--- config.mk ---
export PLATFORM = sky130hd
export DESIGN_NAME = multicycle_controller
export DESIGN_NICKNAME = d
export VERILOG_FILES = /design/src/rtl/mc_ctrl_pkg.sv /design/src/rtl/multicycle_controller_alu_dec.sv /design/src/rtl/multicycle_controller.sv
export SDC_FILE = /design/constraint.sdc
export NUM_CORES = 1
export LEC_CHECK = 0
export BUFFER_PORTS_ARGS = -buffer_cell sky130_fd_sc_hd__buf_4
export CAP_MARGIN = 20
export CORE_ASPECT_RATIO = 1.75
export CORE_MARGIN = 8
export CORE_UTILIZATION = 25
export DETAILED_ROUTE_END_ITERATION = 6
export SETUP_SLACK_MARGIN = 0.4
export SLEW_MARGIN = 10
export SYNTH_ARGS = -nofsm -noshare
export SYNTH_HDL_FRONTEND = slang
export SYNTH_SLANG_ARGS = --single-unit
--- constraint.sdc ---
create_clock -name clk -period 2.3 [get_ports clk]
set_clock_uncertainty 0.2 [all_clocks]
set_input_delay 0.23 -clock clk [delete_from_list [all_inputs] [get_ports clk]]
set_output_delay 0.23 -clock clk [all_outputs]
set_load 0.05 [all_outputs]
--- src/rtl/mc_ctrl_pkg.sv ---
// Shared encodings for the multi-cycle RV32I control unit: FSM states,
// opcodes, ALU operation classes, ALU control codes and mux selects.
package mc_ctrl_pkg;

  // state      | meaning
  // S_FETCH    | load IR, PC <= PC + 4
  // S_DECODE   | read registers, compute branch/jump target into ALU out
  // S_MEMADR   | rs1 + imm for lw/sw
  // S_MEMREAD  | read data memory at ALU result
  // S_MEMWB    | write loaded data to rd
  // S_MEMWRITE | write rs2 to data memory
  // S_EXECR    | R-type ALU operation
  // S_EXECI    | I-type ALU operation
  // S_ALUWB    | write ALU out to rd
  // S_BEQ      | compare rs1/rs2, take branch on zero
  // S_JAL      | PC <= target, ALU computes return address
  // S_ILLEGAL  | unsupported opcode, no side effects
  typedef enum logic [3:0] {
    S_FETCH    = 4'd0,
    S_DECODE   = 4'd1,
    S_MEMADR   = 4'd2,
    S_MEMREAD  = 4'd3,
    S_MEMWB    = 4'd4,
    S_MEMWRITE = 4'd5,
    S_EXECR    = 4'd6,
    S_EXECI    = 4'd7,
    S_ALUWB    = 4'd8,
    S_BEQ      = 4'd9,
    S_JAL      = 4'd10,
    S_ILLEGAL  = 4'd11
  } state_t;

  localparam logic [6:0] OP_LW  = 7'b0000011;
  localparam logic [6:0] OP_SW  = 7'b0100011;
  localparam logic [6:0] OP_R   = 7'b0110011;
  localparam logic [6:0] OP_I   = 7'b0010011;
  localparam logic [6:0] OP_BEQ = 7'b1100011;
  localparam logic [6:0] OP_JAL = 7'b1101111;

  localparam logic [1:0] ALU_OP_ADD   = 2'b00;
  localparam logic [1:0] ALU_OP_SUB   = 2'b01;
  localparam logic [1:0] ALU_OP_FUNCT = 2'b10;

  localparam logic [3:0] ALU_ADD  = 4'b0000;
  localparam logic [3:0] ALU_SUB  = 4'b0001;
  localparam logic [3:0] ALU_AND  = 4'b0010;
  localparam logic [3:0] ALU_OR   = 4'b0011;
  localparam logic [3:0] ALU_XOR  = 4'b0100;
  localparam logic [3:0] ALU_SLT  = 4'b0101;
  localparam logic [3:0] ALU_SLL  = 4'b0110;
  localparam logic [3:0] ALU_SLTU = 4'b0111;
  localparam logic [3:0] ALU_SRL  = 4'b1000;
  localparam logic [3:0] ALU_SRA  = 4'b1001;

  localparam logic [1:0] RES_ALU_OUT    = 2'b00;
  localparam logic [1:0] RES_DATA       = 2'b01;
  localparam logic [1:0] RES_ALU_RESULT = 2'b10;

  localparam logic [1:0] SRCA_PC     = 2'b00;
  localparam logic [1:0] SRCA_OLD_PC = 2'b01;
  localparam logic [1:0] SRCA_RS1    = 2'b10;

  localparam logic [1:0] SRCB_RS2  = 2'b00;
  localparam logic [1:0] SRCB_IMM  = 2'b01;
  localparam logic [1:0] SRCB_FOUR = 2'b10;

  localparam logic [1:0] IMM_I = 2'b00;
  localparam logic [1:0] IMM_S = 2'b01;
  localparam logic [1:0] IMM_B = 2'b10;
  localparam logic [1:0] IMM_J = 2'b11;

  // Immediate format depends on the opcode only, so it is valid even in FETCH.
  function automatic logic [1:0] imm_src_of(input logic [6:0] op);
    case (op)
      OP_SW:   return IMM_S;
      OP_BEQ:  return IMM_B;
      OP_JAL:  return IMM_J;
      default: return IMM_I;
    endcase
  endfunction

endpackage

--- src/rtl/multicycle_controller_alu_dec.sv ---
// Extended ALU decoder. EXT_OPS=0 keeps the legacy op set; the extra
// funct3 codes then fall back to add.
module alu_dec_ext
  import mc_ctrl_pkg::*;
#(
  parameter bit EXT_OPS = 1'b1
) (
  input  logic [1:0] alu_op,
  input  logic [2:0] funct3,
  input  logic       op_5,
  input  logic       funct7_5,
  output logic [3:0] alu_control
);

  // Map operation class and instruction fields to an ALU control code.
  always_comb begin
    alu_control = ALU_ADD;
    case (alu_op)
      ALU_OP_ADD: alu_control = ALU_ADD;
      ALU_OP_SUB: alu_control = ALU_SUB;
      ALU_OP_FUNCT: begin
        case (funct3)
          // only R-type (op[5]=1) can encode sub; addi never does
          3'b000: alu_control = (op_5 && funct7_5) ? ALU_SUB : ALU_ADD;
          3'b001: alu_control = ALU_SLL;
          3'b010: alu_control = ALU_SLT;
          3'b011: alu_control = EXT_OPS ? ALU_SLTU : ALU_ADD;
          3'b100: alu_control = EXT_OPS ? ALU_XOR : ALU_ADD;
          3'b101: begin
            if (EXT_OPS) alu_control = funct7_5 ? ALU_SRA : ALU_SRL;
            else         alu_control = ALU_ADD;
          end
          3'b110: alu_control = ALU_OR;
          3'b111: alu_control = ALU_AND;
          default: alu_control = ALU_ADD;
        endcase
      end
      default: alu_control = ALU_ADD;
    endcase
  end

endmodule

--- src/rtl/multicycle_controller.sv ---
// Moore control FSM for the multi-cycle RV32I datapath, with sticky
// illegal-opcode flag and retired-instruction counter.
module multicycle_controller
  import mc_ctrl_pkg::*;
#(
  parameter bit          EXT_OPS = 1'b1,
  parameter int unsigned CNT_W   = 32
) (
  input  logic             clk,
  input  logic             rst_n,
  input  logic [6:0]       op,
  input  logic [2:0]       funct3,
  input  logic             funct7_5,
  input  logic             zero,
  output logic             pc_write,
  output logic             adr_src,
  output logic             mem_write,
  output logic             ir_write,
  output logic             reg_write,
  output logic [1:0]       result_src,
  output logic [1:0]       alu_src_a,
  output logic [1:0]       alu_src_b,
  output logic [1:0]       imm_src,
  output logic [3:0]       alu_control,
  output logic             illegal,
  output logic [CNT_W-1:0] instr_count
);

  state_t     state, state_next;
  logic       pc_update, branch;
  logic       ir_write_s, mem_write_s, reg_write_s;
  logic [1:0] alu_op;

  // State register.
  always_ff @(posedge clk or negedge rst_n) begin
    if (!rst_n) state <= S_FETCH;
    else        state <= state_next;
  end

  // Sticky flag, raised on the edge that enters ILLEGAL.
  always_ff @(posedge clk or negedge rst_n) begin
    if (!rst_n)                       illegal <= 1'b0;
    else if (state_next == S_ILLEGAL) illegal <= 1'b1;
  end

  // An instruction retires when it returns to FETCH; aborted ones do not count.
  always_ff @(posedge clk or negedge rst_n) begin
    if (!rst_n)
      instr_count <= '0;
    else if (state_next == S_FETCH && state != S_FETCH && state != S_ILLEGAL)
      instr_count <= instr_count + CNT_W'(1);
  end

  // Next-state logic.
  always_comb begin
    state_next = state;
    case (state)
      S_FETCH:  state_next = S_DECODE;
      S_DECODE: begin
        case (op)
          OP_LW, OP_SW: state_next = S_MEMADR;
          OP_R:         state_next = S_EXECR;
          OP_I:         state_next = S_EXECI;
          OP_JAL:       state_next = S_JAL;
          OP_BEQ:       state_next = S_BEQ;
          default:      state_next = S_ILLEGAL;
        endcase
      end
      S_MEMADR:   state_next = (op == OP_LW) ? S_MEMREAD : S_MEMWRITE;
      S_MEMREAD:  state_next = S_MEMWB;
      S_EXECR,
      S_EXECI,
      S_JAL:      state_next = S_ALUWB;
      S_MEMWB,
      S_MEMWRITE,
      S_ALUWB,
      S_BEQ,
      S_ILLEGAL:  state_next = S_FETCH;
      default:    state_next = S_FETCH;
    endcase
  end

  // Moore outputs per state.
  always_comb begin
    pc_update   = 1'b0;
    branch      = 1'b0;
    adr_src     = 1'b0;
    mem_write_s = 1'b0;
    ir_write_s  = 1'b0;
    reg_write_s = 1'b0;
    result_src  = RES_ALU_OUT;
    alu_src_a   = SRCA_PC;
    alu_src_b   = SRCB_RS2;
    alu_op      = ALU_OP_ADD;
    case (state)
      S_FETCH: begin
        ir_write_s = 1'b1;
        alu_src_b  = SRCB_FOUR;
        result_src = RES_ALU_RESULT;
        pc_update  = 1'b1;
      end
      S_DECODE: begin
        alu_src_a = SRCA_OLD_PC;
        alu_src_b = SRCB_IMM;
      end
      S_MEMADR: begin
        alu_src_a = SRCA_RS1;
        alu_src_b = SRCB_IMM;
      end
      S_MEMREAD: adr_src = 1'b1;
      S_MEMWB: begin
        result_src  = RES_DATA;
        reg_write_s = 1'b1;
      end
      S_MEMWRITE: begin
        adr_src     = 1'b1;
        mem_write_s = 1'b1;
      end
      S_EXECR: begin
        alu_src_a = SRCA_RS1;
        alu_op    = ALU_OP_FUNCT;
      end
      S_EXECI: begin
        alu_src_a = SRCA_RS1;
        alu_src_b = SRCB_IMM;
        alu_op    = ALU_OP_FUNCT;
      end
      S_ALUWB: reg_write_s = 1'b1;
      S_BEQ: begin
        alu_src_a = SRCA_RS1;
        alu_op    = ALU_OP_SUB;
        branch    = 1'b1;
      end
      S_JAL: begin
        alu_src_a = SRCA_OLD_PC;
        alu_src_b = SRCB_FOUR;
        pc_update = 1'b1;
      end
      default: ;
    endcase
  end

  // Strobes are gated by reset so nothing is written while the FSM sits in
  // its reset FETCH state.
  assign pc_write  = rst_n & (pc_update | (branch & zero));
  assign ir_write  = rst_n & ir_write_s;
  assign mem_write = rst_n & mem_write_s;
  assign reg_write = rst_n & reg_write_s;
  assign imm_src   = imm_src_of(op);

  alu_dec_ext #(
    .EXT_OPS (EXT_OPS)
  ) u_alu_dec (
    .alu_op      (alu_op),
    .funct3      (funct3),
    .op_5        (op[5]),
    .funct7_5    (funct7_5),
    .alu_control (alu_control)
  );

endmodule

==> flow_summary.ini, run 1 <==
[power]
p_seq_frac = 0.240
combPwrFrac = 0.576
switchingPower_uw = 1552
p_total_uw = 3531
power_frac_clock = 0.183
ir_worst_vdd_mv = 0.4464
powerDensity_nw_per_um2 = 1069
swShare = 0.4396
p_leak_uw = 0.001423
p_int_uw = 1979

[clock_network]
clk_pin_slew_ns = 0.05
clk_path_buf_depth = 2
cts_tree = yes
cts_inserted_buffers = 5
htreeDepth = 2
root_buffer = clkbuf_16
clock_sinks = 37
clock_latency_ns = 0.27

[sta]
max_freq_mhz = 435.4
fin_ws_ns = 0.003048
finalSetupViolCount = 0
hold_viol_final = 0
rsz0062_at_grt = true
finalCritPeriodShare = 0.9987
slew_viol_final = 0
relSlewSlack = 0.6169
timing.hold.ws_ns = 0.1256
period_minus_slack_ns = 2.297
tightest_slew_ns = 0.5716

[detailed_routing]
drt-vias-per-instance = 4.910
ant_nets = 0
wirelength_um = 6587
wl_met1_um = 2475
top_layer_used = met4
drt_first_pass_iters = 4
drt_iter0_drc = 50
vias = 1920
met2_length_um = 3557
drc = 0
met3_length_um = 410
wl_per_cell_um = 16.85

[setup_path]
rr_startpoint = state[3]
critPathMaxFanout = 3
crit_path_end_kind = output port
crit_end = alu_control[3]
worstSetupStartpointType = flip-flop
reg2regPathDepth = 9
worstReg2RegEnd = instr_count[11]
crit_required_ns = 1.87
reg2reg_slack_ns = 0.29
startpoint = state[2]
arrival_ns = 1.87
critical_path_class = flip-flop to output port

[die]
core-area_um2 = 8203
dieHeight_um = 136.8
start_util = 0.2540
ios = 64
die_w_um = 85.01
rows = 44
die_area_um2 = 11630

[finish]
drive_above_1_share = 0.4983
most-common-layout-cells = buf_4 (63), xnor2_1 (29), dfrtp_1 (22)
antennaDiodeCount = 0
area_growth_pct = 58.56
post-route-util = 0.4027
final_common_cell = buf_4
finish.net_count = 315

[placed_design]
port_buffers = 63
dp.final_hpwl_um = 4608
dp_worst_setup_slack_ns = 0.2307
globalplace.congestion = 0.7932

[yosys]
yosysWarnings = 0
ys_ff_latch = 37
synth.distinct_cells = 41
synth_edf_count = 0
syn_nets = 229
syn_area_um2 = 2083
postSynthCellCount = 212
synth_flop_cell = dfrtp_1
synth.avg_cell_area_um2 = 9.827
ys_seq_area_frac = 0.4444
async_flop_share = 1.000

[global_routing]
first_global_vias = 1990
antenna_found_initial = 0
grt_max_degree = 32
grt_util_all_layers = 0.1081
grt.overflow.total = 0
grt_pass1_wl_um = 10050

[min_path]
hold_class = primary input to flip-flop
hp-start = op[0]

[flow_run]
drv_cap = 0

[status]
outcome = completed
## cell families (layout without fill, tap and decap cells)
logic type               after synthesis  count (layout)  share of synthesized area
flip-flops                            37              37                     0.4444
AO/OA/AOI/OAI                         20              20                    0.06306
multiplexers                           2               2                    0.01021
XOR/XNOR                              33              33                     0.1387
adder cells (fa/ha/maj)                3               3                    0.01802
buffers and inverters                 17             104                    0.04985
AND/OR/NAND/NOR                      100             100                     0.2757
## through the flow
stage	instances	cell area (µm²)	setup TNS [ns]
final	391	3303	0
after global routing	391	3303	-0.08437
after CTS	384	3143	0
after detailed placement	368	2801	0
after global placement	368	2801	0
after floorplan	212	2226	0
## synthesized netlist by cell type, types with 3 or more instances
master	count	area share
a21oi_1	8	0.019
and2_1	6	0.018
and3_1	4	0.012
buf_4	3	0.011
clkbuf_1	3	0.0054
dfrtp_1	37	0.44
ha_1	3	0.018
inv_1	8	0.014
nand2_1	12	0.022
nand2b_1	5	0.015
nand3_1	13	0.031
nand4_1	17	0.051
nor2_1	13	0.023
nor2b_1	4	0.012
nor3_1	9	0.022
nor3_2	3	0.014
xnor2_1	30	0.13
xor2_1	3	0.013
## how the worst min path moves through the flow
stage,to,depth (start not counted)
floorplan,illegal,0
global placement,state[1],1
detailed placement,state[3],1
CTS,state[2],4
global route,state[2],4
finish,state[2],4
## cell type report
cell class,count,area (µm²)
fill,792,4900
tap,92,115.1
timing repair buffer,88,772.0
inverter,8,32.53
clock buffer,8,136.4
multi-input combinational,158,1303
sequential,37,944.7
## layer usage
layer,vias to the layer above,GRT usage
li1,919,-
met1,928,0.1105
met2,61,0.2000
met3,12,0.03187
met4,0,0.04187
met5,-,0
## worst max-delay path, stage by stage (launching register included)
cell and delay (ns):
dfrtp_1 0.38, nand2b_4 0.15, or2_4 0.27, inv_4 0.07, ha_4 0.19, nand2b_4 0.16
nor3_4 0.20, buf_6 0.19
## registers in the layout, indices dropped and copies added, names as in the netlist
register and flops:
state 4, illegal 1, instr_count 32
## power groups by stage
stage	clock network (µW)	registers (µW)	logic (µW)
6_report	647	849	2040
5_1_grt	690	861	2160
4_1_cts	669	846	1830
3_5_place_dp	0	850	1560
3_3_place_gp	0	845	1560
2_1_floorplan	0	996	954
## what timing repair did
action                                  CTS  global route
endpoints found under the setup margin   16            37
pin swaps                                11             8
endpoints found under the hold margin    37             0
setup buffers                             7             6
hold buffers                              1             0
cloned                                    0             1
resized for setup                        34            27
Power figures use the tool's default switching activity.
==> inputs of run 2 (changes only) <==
--- a/config.mk
+++ b/config.mk
@@ -6,11 +6,11 @@
 export NUM_CORES = 1
 export LEC_CHECK = 0
 export BUFFER_PORTS_ARGS = -buffer_cell sky130_fd_sc_hd__buf_4
-export CAP_MARGIN = 20
 export CORE_ASPECT_RATIO = 1.75
 export CORE_MARGIN = 8
 export CORE_UTILIZATION = 25
 export DETAILED_ROUTE_END_ITERATION = 6
+export REMOVE_ABC_BUFFERS = 1
 export SETUP_SLACK_MARGIN = 0.4
 export SLEW_MARGIN = 10
 export SYNTH_ARGS = -nofsm -noshare
==> run 2 against run 1 <==
Against the previous run: register-to-register slack better by 0.02 ns; sequential power down 2%; fmax up 3.8%; routed wire length down 10%; cell count down 2.6%; worst hold slack worse by 0.0063 ns; sequential share of layout area up 1.9 points; critical path type unchanged.
==> flow_summary.ini, run 2 (synthesis results as in run 1) <==
[status]
outcome = completed

[min_path]
hold_class = primary input to flip-flop
whs_path_depth = 4

[finish]
area_growth_pct = 45.77
final_common_cell = buf_4
finish.net_count = 305
regMostFlops = instr_count
drive_above_1_share = 0.4048
reg_top3 = instr_count x32, state x4, illegal x1
antennaDiodeCount = 0
largest_reg_flops = 32
post-route-util = 0.3702
most-common-layout-cells = buf_4 (64), dfrtp_1 (36), xnor2_1 (30)

[sta]
rsz0062_at_grt = true
hold_viol_final = 0
tightest_slew_ns = 0.6083
period_minus_slack_ns = 2.213
finalCritPeriodShare = 0.9622
slew_viol_final = 0
relSlewSlack = 0.5923
max_freq_mhz = 451.9
finalSetupViolCount = 0

[power]
p_int_uw = 1813
swShare = 0.4352
p_leak_uw = 0.001364
p_total_uw = 3211
ir_worst_vdd_mv = 0.4127
powerDensity_nw_per_um2 = 1057
combPwrFrac = 0.520
power_frac_clock = 0.220
p_seq_frac = 0.260
switchingPower_uw = 1397

[detailed_routing]
drt_iter0_drc = 56
drt-vias-per-instance = 4.790
drc = 0
wl_per_cell_um = 15.49
vias = 1825
wirelength_um = 5903
ant_nets = 0
drt_first_pass_iters = 4

[clock_network]
cts_tree = yes
clk_path_buf_depth = 2
clock_latency_ns = 0.27
htreeDepth = 2
cts_inserted_buffers = 5
clock_sinks = 37
root_buffer = clkbuf_16
clk_pin_slew_ns = 0.05

[die]
die_w_um = 85.01
core-area_um2 = 8203
die_area_um2 = 11630
rows = 44
start_util = 0.2540
ios = 64
dieHeight_um = 136.8

[placed_design]
dp.final_hpwl_um = 4321
port_buffers = 63
globalplace.congestion = 0.7827

[setup_path]
arrival_ns = 1.78
reg2regPathDepth = 8
crit_required_ns = 1.87
crit_path_end_kind = output port
worstSetupStartpointType = flip-flop
critPathMaxFanout = 3
critical_path_class = flip-flop to output port

[global_routing]
grt.overflow.total = 0
grt_pass1_wl_um = 9535
first_global_vias = 1842
antenna_found_initial = 0
grt_util_all_layers = 0.1023
grt_max_degree = 38

[flow_run]
drv_cap = 0
==> run 2: cell types whose count changed in the layout (fill, tap and decap cells not counted), moves of 5 or more <==
cell	previous run	this run
dfrtp_1	22	36
dfrtp_2	15	1
buf_6	19	13
buf_8	5	0
==> run 2: cell type report <==
cell class              count  area [µm²]
fillers                   820        5166
multi-input cells         158        1167
flip-flops and latches     37       927.1
repair buffers             78       636.9
clock buffers               7       152.6
well taps                  92       115.1
inverters                   8       32.53
clock inverters             1       5.005
==> run 2: final timing paths <==
path | startpoint | to | slack (ns)
max | state[1] | alu_control[3] | 0.09
min | op[0] | state[2] | 0.12
max reg2reg | state[1] | instr_count[27] | 0.31
min reg2reg | illegal | illegal | 0.29
max in group asynchronous | rst_n | state[3] | 1.17
min in group asynchronous | rst_n | instr_count[27] | 0.37
==> run 2: routing by layer <==
metal  GRT usage  part of all wire  up-vias
li1            -                 -      896
met1      0.1120              0.40      872
met2      0.1856              0.53       53
met3     0.02886             0.063        4
met4     0.02991            0.0086        0
met5           0                 0        -
==> run 2: through the flow <==
step	setup WS (ns)	instances	hold WS, ns	instance area, µm²	setup TNS, ns
global route	0.01907	381	0.1383	3037	0
finish	0.08703	381	0.1193	3037	0
global placement	0.1627	368	0.1310	2673	0
CTS	0.1003	379	0.1184	2964	0
floorplan	-1.093	203	-0.2656	2009	-2.696
detailed placement	0.1402	368	0.1363	2673	0
==> run 2: worst max-delay path, stage by stage (launching register included) <==
cell and delay, ns:
dfrtp_1 0.40, nand2b_4 0.15, or2_4 0.25, inv_4 0.07, ha_4 0.19, nand2b_4 0.16, nor3_4 0.12, buf_6 0.18
==> run 2: power groups by stage <==
stage               registers (µW)  clock network [µW]  logic (µW)
floorplan                     1040                   0         730
global placement               826                   0        1440
detailed placement             830                   0        1440
CTS                            836                 725        1590
global route                   852                 761        1790
finish                         835                 707        1670
==> run 2: timing repair <==
action,4_1_cts,5_1_grt
endpoints found under the hold margin,37,0
resized for setup,26,15
pin swaps,6,1
endpoints found under the setup margin,10,45
hold buffers,1,0
setup buffers,2,2
